$ cat src/rtl/tick_scheduler.sv
// Programmable tick generator with round-robin slot grants.
// A divisor offered while running waits and takes effect on a frame boundary.
module tick_scheduler #(
    parameter int DIV_W   = 24,
    parameter int DEF_DIV = 27000,
    parameter int N_SLOTS = 4,
    localparam int SLOT_W = (N_SLOTS > 1) ? $clog2(N_SLOTS) : 1
) (
    input  logic               clk,
    input  logic               rst,
    input  logic               run,
    input  logic               cfg_valid,
    input  logic [DIV_W-1:0]   cfg_div,
    output logic               cfg_ready,
    output logic               tick,
    output logic [SLOT_W-1:0]  slot,
    output logic [N_SLOTS-1:0] slot_en,
    output logic               frame
);

    localparam logic [1:0] ST_IDLE = 2'd0;
    localparam logic [1:0] ST_RUN  = 2'd1;
    localparam logic [1:0] ST_PEND = 2'd2;

    localparam logic [DIV_W-1:0]  DIV_MIN   = DIV_W'(2);
    localparam logic [DIV_W-1:0]  DIV_RST   = DIV_W'(DEF_DIV);
    localparam logic [SLOT_W-1:0] SLOT_LAST = SLOT_W'(N_SLOTS - 1);

    logic [1:0]        state_q, state_d;
    logic [DIV_W-1:0]  div_q, div_d;
    logic [DIV_W-1:0]  cnt_q, cnt_d;
    logic [DIV_W-1:0]  pend_q, pend_d;
    logic [SLOT_W-1:0] slot_q, slot_d;

    logic             active;
    logic             wrap;
    logic             last_slot;
    logic             cfg_take;
    logic [DIV_W-1:0] cfg_clamped;

    assign active      = (state_q != ST_IDLE);
    assign wrap        = active && (cnt_q == div_q - DIV_W'(1));
    assign last_slot   = (slot_q == SLOT_LAST);
    assign cfg_ready   = (state_q != ST_PEND);
    assign cfg_take    = cfg_valid && cfg_ready;
    assign cfg_clamped = (cfg_div < DIV_MIN) ? DIV_MIN : cfg_div;

    assign tick  = wrap;
    assign frame = wrap && last_slot;
    assign slot  = slot_q;

    always_comb begin
        slot_en = '0;
        for (int i = 0; i < N_SLOTS; i++) begin
            slot_en[i] = active && (slot_q == SLOT_W'(i));
        end
    end

    always_comb begin
        // NOTE: every next-state value defaults to its current value first, so no
        // branch below can leave a signal unassigned and infer a latch.
        state_d = state_q;
        div_d   = div_q;
        cnt_d   = cnt_q;
        pend_d  = pend_q;
        slot_d  = slot_q;

        case (state_q)
            ST_IDLE: begin
                if (cfg_take) div_d = cfg_clamped;
                if (run) state_d = ST_RUN;
            end

            ST_RUN, ST_PEND: begin
                if (!run) begin
                    // Leaving: counters restart, any waiting divisor becomes current.
                    state_d = ST_IDLE;
                    cnt_d   = '0;
                    slot_d  = '0;
                    pend_d  = '0;
                    if (state_q == ST_PEND) div_d = pend_q;
                    if (cfg_take) div_d = cfg_clamped;
                end else begin
                    cnt_d = wrap ? '0 : cnt_q + DIV_W'(1);
                    if (wrap) slot_d = last_slot ? '0 : slot_q + SLOT_W'(1);
                    // Only a frame seen while already pending applies the new divisor,
                    // so an offer landing on a frame cycle waits one more frame.
                    if ((state_q == ST_PEND) && frame) begin
                        div_d   = pend_q;
                        state_d = ST_RUN;
                    end
                    if (cfg_take) begin
                        pend_d  = cfg_clamped;
                        state_d = ST_PEND;
                    end
                end
            end

            default: begin
                state_d = ST_IDLE;
                cnt_d   = '0;
                slot_d  = '0;
            end
        endcase
    end

    always_ff @(posedge clk) begin
        // NOTE: registers take non-blocking assignments so every flop samples the
        // pre-edge values; reset is synchronous and overrides run and cfg_valid.
        if (rst) begin
            state_q <= ST_IDLE;
            div_q   <= DIV_RST;
            cnt_q   <= '0;
            pend_q  <= '0;
            slot_q  <= '0;
        end else begin
            state_q <= state_d;
            div_q   <= div_d;
            cnt_q   <= cnt_d;
            pend_q  <= pend_d;
            slot_q  <= slot_d;
        end
    end

    // Structural invariants of the outputs.
    a_grant_onehot: assert property (@(posedge clk) disable iff (rst) $onehot0(slot_en));
    a_frame_in_tick: assert property (@(posedge clk) disable iff (rst) frame |-> tick);
    a_slot_range: assert property (@(posedge clk) disable iff (rst) slot_q <= SLOT_LAST);

endmodule
$ cat config.mk
export PLATFORM = sky130hd
export DESIGN_NAME = tick_scheduler
export DESIGN_NICKNAME = d
export VERILOG_FILES = /design/src/rtl/tick_scheduler.sv
export SDC_FILE = /design/constraint.sdc
export NUM_CORES = 1
export LEC_CHECK = 0
export ABC_AREA = 1
export CORE_UTILIZATION = 40
export DETAILED_ROUTE_END_ITERATION = 10
export SYNTH_ARGS = -nofsm -noshare
export SYNTH_HDL_FRONTEND = slang
export SYNTH_SLANG_ARGS = --single-unit
$ cat constraint.sdc
create_clock -name clk -period 7.25 [get_ports clk]
set_clock_uncertainty 0.05 [all_clocks]
set_input_delay 1.8125 -clock clk [delete_from_list [all_inputs] [get_ports clk]]
set_output_delay 1.8125 -clock clk [all_outputs]
set_load 0.02 [all_outputs]
### After elaboration in Yosys (flattened, before gate mapping)

Index checks and enable logic that the tools add are counted.

| operators by class | value |
|---|---|
| add/subtract/negate cells | 3 |
| $lt $le $gt $ge | 1 |
| equal/unequal tests | 14 |
| multiplexer cells | 20 |
| bitwise logic cells | 1 |
| reduce and logical (&&, ||, !) cells | 17 |

Operators with widths:

| cell | number |
|---|---|
| two-way mux 24 bit | 9 |
| one-hot mux 24 bit (2 select lines) | 2 |
| adder 24 x 1 -> 24 bit, second input constant | 1 |
| == test 24 bit | 1 |
| less-than comparator 24 x 2 -> 1 bit, second input constant | 1 |
| subtractor 24 x 1 -> 24 bit, second input constant | 1 |
| two-way mux 2 bit | 7 |
| logical AND 1 bit | 8 |
| inequality test 4 bit, second input constant | 2 |
| one-hot mux 2 bit (2 select lines) | 2 |
| == test 2 bit, second input constant | 3 |
| inequality test 2 bit, second input constant | 3 |
| inequality test 3 bit, second input constant | 2 |
| AND reduction 2 bit | 3 |
| == test 2 x 1 -> 1 bit, second input constant | 2 |
| logical NOT 2 bit | 2 |
| AND reduction 4 bit | 1 |
| nonzero test 2 bit | 2 |
| adder 2 x 1 -> 2 bit, second input constant | 1 |
| inequality test 2 x 1 -> 1 bit, second input constant | 1 |
| OR reduction 2 bit | 1 |
| inverter 1 bit | 1 |

| storage, ports and cells | value |
|---|---|
| flip-flop bits (word level) | 76 |

### Longest topological paths before layout

| logic depth | value |
|---|---|
| word-level depth | 9 |
| gate-level depth with buffers | 18 |

### Worst setup path after synthesis

OpenSTA, ideal clock, no wires.

| path | value |
|---|---|
| path kind | reg2out |
| start | register div_q[0] |
| end | output port frame |
| arrival time | 1.965 ns |
| slack | 3.422 ns |
| stages on the path, launching flop included | 13 |
| path buffers | 0 |
| cells stage by stage | dfxtp_1 -> inv_1 -> ha_1 -> nand2_2 -> nor2_4 -> nand2_1 -> nand3_1 -> nand2_1 -> nor2_1 -> nand2_1 -> nor3_2 -> inv_2 -> nor3_1 |

| on the way | value |
|---|---|
| cells in the longest elaborated chain, start to end | 4 |

RTL lines:

| item | line | RTL |
|---|---|---|
| start, declared | 30 | `logic [DIV_W-1:0] div_q, div_d;` |
| start signal, assigned | 118 | `div_q <= div_d;` |
| subtractor 24 x 1 -> 24 bit | 42 | `assign wrap = active && (cnt_q == div_q - DIV_W'(1));` |
| == test 24 bit | 42 |  |
| logical AND 1 bit | 42 |  |
| logical AND 1 bit | 49 | `assign frame = wrap && last_slot;` |
| end, declared | 18 | `output logic frame` |

Every way passes these cells.

### Worst setup path in the final report

Ends and elaborated chain as after synthesis.

==> flow_summary.ini <==
[clock_tree]
cts_resized = 0
htreeDepth = 3
cts_hold_buffers = 0
cts.repair_timing.setup_buffer_count = 0
cts_buffer_depth = 2
clock_tree.root_cell = clkbuf_16
clk_pin_slew_ns = 0.06
cts_tree = built
cts-buffers-inserted = 9
clock_latency_ns = 0.34
clock-sinks = 76

[sta]
hold-worst-slack_ns = 0.410
rsz0062_at_grt = false
max_freq_ghz = 0.205
tightestPinTransition_ns = 1.13
finalCritPeriodShare = 0.673
tns_ns = 0
period_needed_ns = 4.88
setup_viol = 0
max-slew-margin-rel = 0.244
maxSlewViolCount = 0
final_hold_viol_count = 0

[worst_setup_path]
crit_chain = inv_1, ha_1, nand2_2, nor2_4, nand2_1, nand3_1, nand2_1, nor2_1, nand3_1, nor3_2, inv_2, nor3_1, clkdlybuf4s50_1
rr_endpoint = cnt_q[22]
cp-start-kind = flop
crit_arrival_ns = 3.02
cp-end-kind = output port
rr_startpoint = state_q[0]
path_delay_family = simple AND/OR/NAND/NOR gates
cpPeakStageDelay_ns = 0.63
critPathMaxFanout = 10
cp_num_buf_inv = 3
cp_slowest_cell = clkdlybuf4s50_1
critical_path_class = reg2out
cp.required_ns = 5.39
ff2ff_setup_slack_ns = 4.26
r2r_cells = 15

[routing]
route.detailed.drc = 0
route.antenna.remaining_nets = 0
drt_iter0_drc = 187
drt-total-wl_um = 11200
dr.pass1.iters = 5
vias = 4541
vias_per_cell = 4.98
avgRoutedWirePerCell_um = 12.3

[floorplanning]
die_x_um = 111
rows = 39
num_io_pins = 37
coreArea_um2 = 11500
die-area_um2 = 12200
die_h_um = 111
initial_core_util = 0.411

[place]
port_buffers = 36
place_inst = 896
hpwl_um = 8290
placed_area_um2 = 5130
globalplace.congestion = 0.866

[final_layout]
final_nets = 802
utilization = 0.473
fin_cells = 911
fin_area_um2 = 5420
antennaDiodeCount = 0
nFillCells = 1168
area_growth_pct = 14.9
final_cell_mix = nand2_1 (242), nor2_1 (91), dfxtp_1 (76)
layout_commonest_cell = nand2_1
final_layout_size_suffix_gt1_frac = 0.0560

[synthesis]
ys.flop_type = dfxtp_1
synthCells = 741
syn-num-nets = 779
ys_seq_elements = 76
synth_warnings = 0
synth-edff-count = 0
avgSynthCellArea_um2 = 6.36
yosysTopAreaCell = dfxtp_1
yosysUniqueCellTypes = 31
yosys-top-cells-area = dfxtp_1 (32%), nand2_1 (19%), nand3_1 (7.5%)
synth_top_area_frac = 0.323
synth_area_um2 = 4720
synth-async-reset-ratio = 0
ys_seq_area_frac = 0.323

[worst_hold_path]
min_path_type = reg2reg
min-delay-start = pend_q[12]
worstHoldEndpoint = pend_q[12]
whs_path_depth = 2

[power_and_ir_drop]
cellLeakagePower_uw = 0.00234
irDropWorstVdd_mv = 0.185
power_density_nw_per_um2 = 351

[global_routing]
grt-ovfl-total = 0
grt.total_usage = 0.188
grt_pass1_wl_um = 18800
grt_max_degree = 36
grt_pass1_vias = 3975
antenna_found_initial = 0

[job]
drv_cap = 0

[status]
status = complete, no violations
==> Yosys cell counts (all sizes together), types with 5 or more instances <==
cell type and instances:
xor2 16, nand2 248, nor2 103, mux2i 11, o21ai 12, ha 10
dfxtp 76, nor4 5, inv 72, nor3 10, nand4 14, a21oi 45
nand3 71, nand3b 6, xnor2 11, buf 10, clkbuf 17
==> flip-flops by register name (all words and copies together), names as in the netlist <==
| name | count |
|---|---|
| cnt_q | 24 |
| div_q | 24 |
| pend_q | 24 |
| slot | 2 |
| state_q | 2 |
==> per-stage QoR <==
stage	total power [uW]	setup WS, ns
floorplan	1290	3.42
global placement	1450	2.76
detailed placement	1460	2.70
CTS	1920	2.34
global route	2070	2.08
finish	1900	2.37
==> per-layer routing <==
layer | track usage | vias to the layer above | routed length, um
met3 | 0.0362 | 9 | 455
met4 | 0.0587 | 0 | 135
met2 | 0.296 | 95 | 5000
met1 | 0.258 | 2035 | 5570
met5 | 0 | - | 0
li1 | - | 2402 | -
==> tightest hold or removal path, cell delays in order, from the launching register on <==
cell and delay, ns:
dfxtp_1 0.30, nand2_1 0.06, a21oi_1 0.05
==> how the worst max path moves through the flow <==
stage,startpoint,to,slack [ns],cells past startpoint
finish,div_q[0],frame,2.37,13
global route,div_q[0],frame,2.08,13
CTS,div_q[0],frame,2.34,13
detailed placement,rst,cnt_q[23],2.70,4
global placement,state_q[0],frame,2.76,12
floorplan,div_q[0],frame,3.42,12
==> power by group <==
part / switching [uW] / total, uW / internal [uW]
clock: 183 / 448 / 265
combinational: 566 / 876 / 311
sequential: 82.4 / 576 / 494
total: 831 / 1900 / 1070
==> layout make-up <==
cell class                 instances  area, um2  area share
clock inverter                     6       65.1      0.0120
multi-input combinational        566       2780       0.512
inverter                          72        270      0.0499
timing repair buffer              39        383      0.0706
tap                              143        179      0.0330
sequential                        76       1520       0.281
clock buffer                       9        225      0.0416
==> cell families after synthesis <==
kind of cell,synth area share
XOR/XNOR,0.0501
buffers and inverters,0.0886
AO/OA/AOI/OAI,0.0658
flip-flops,0.323
multiplexers,0.0233
adder cells (fa/ha/maj),0.0265
AND/OR/NAND/NOR,0.423
No activity file was read; power rests on OpenSTA's default activity.
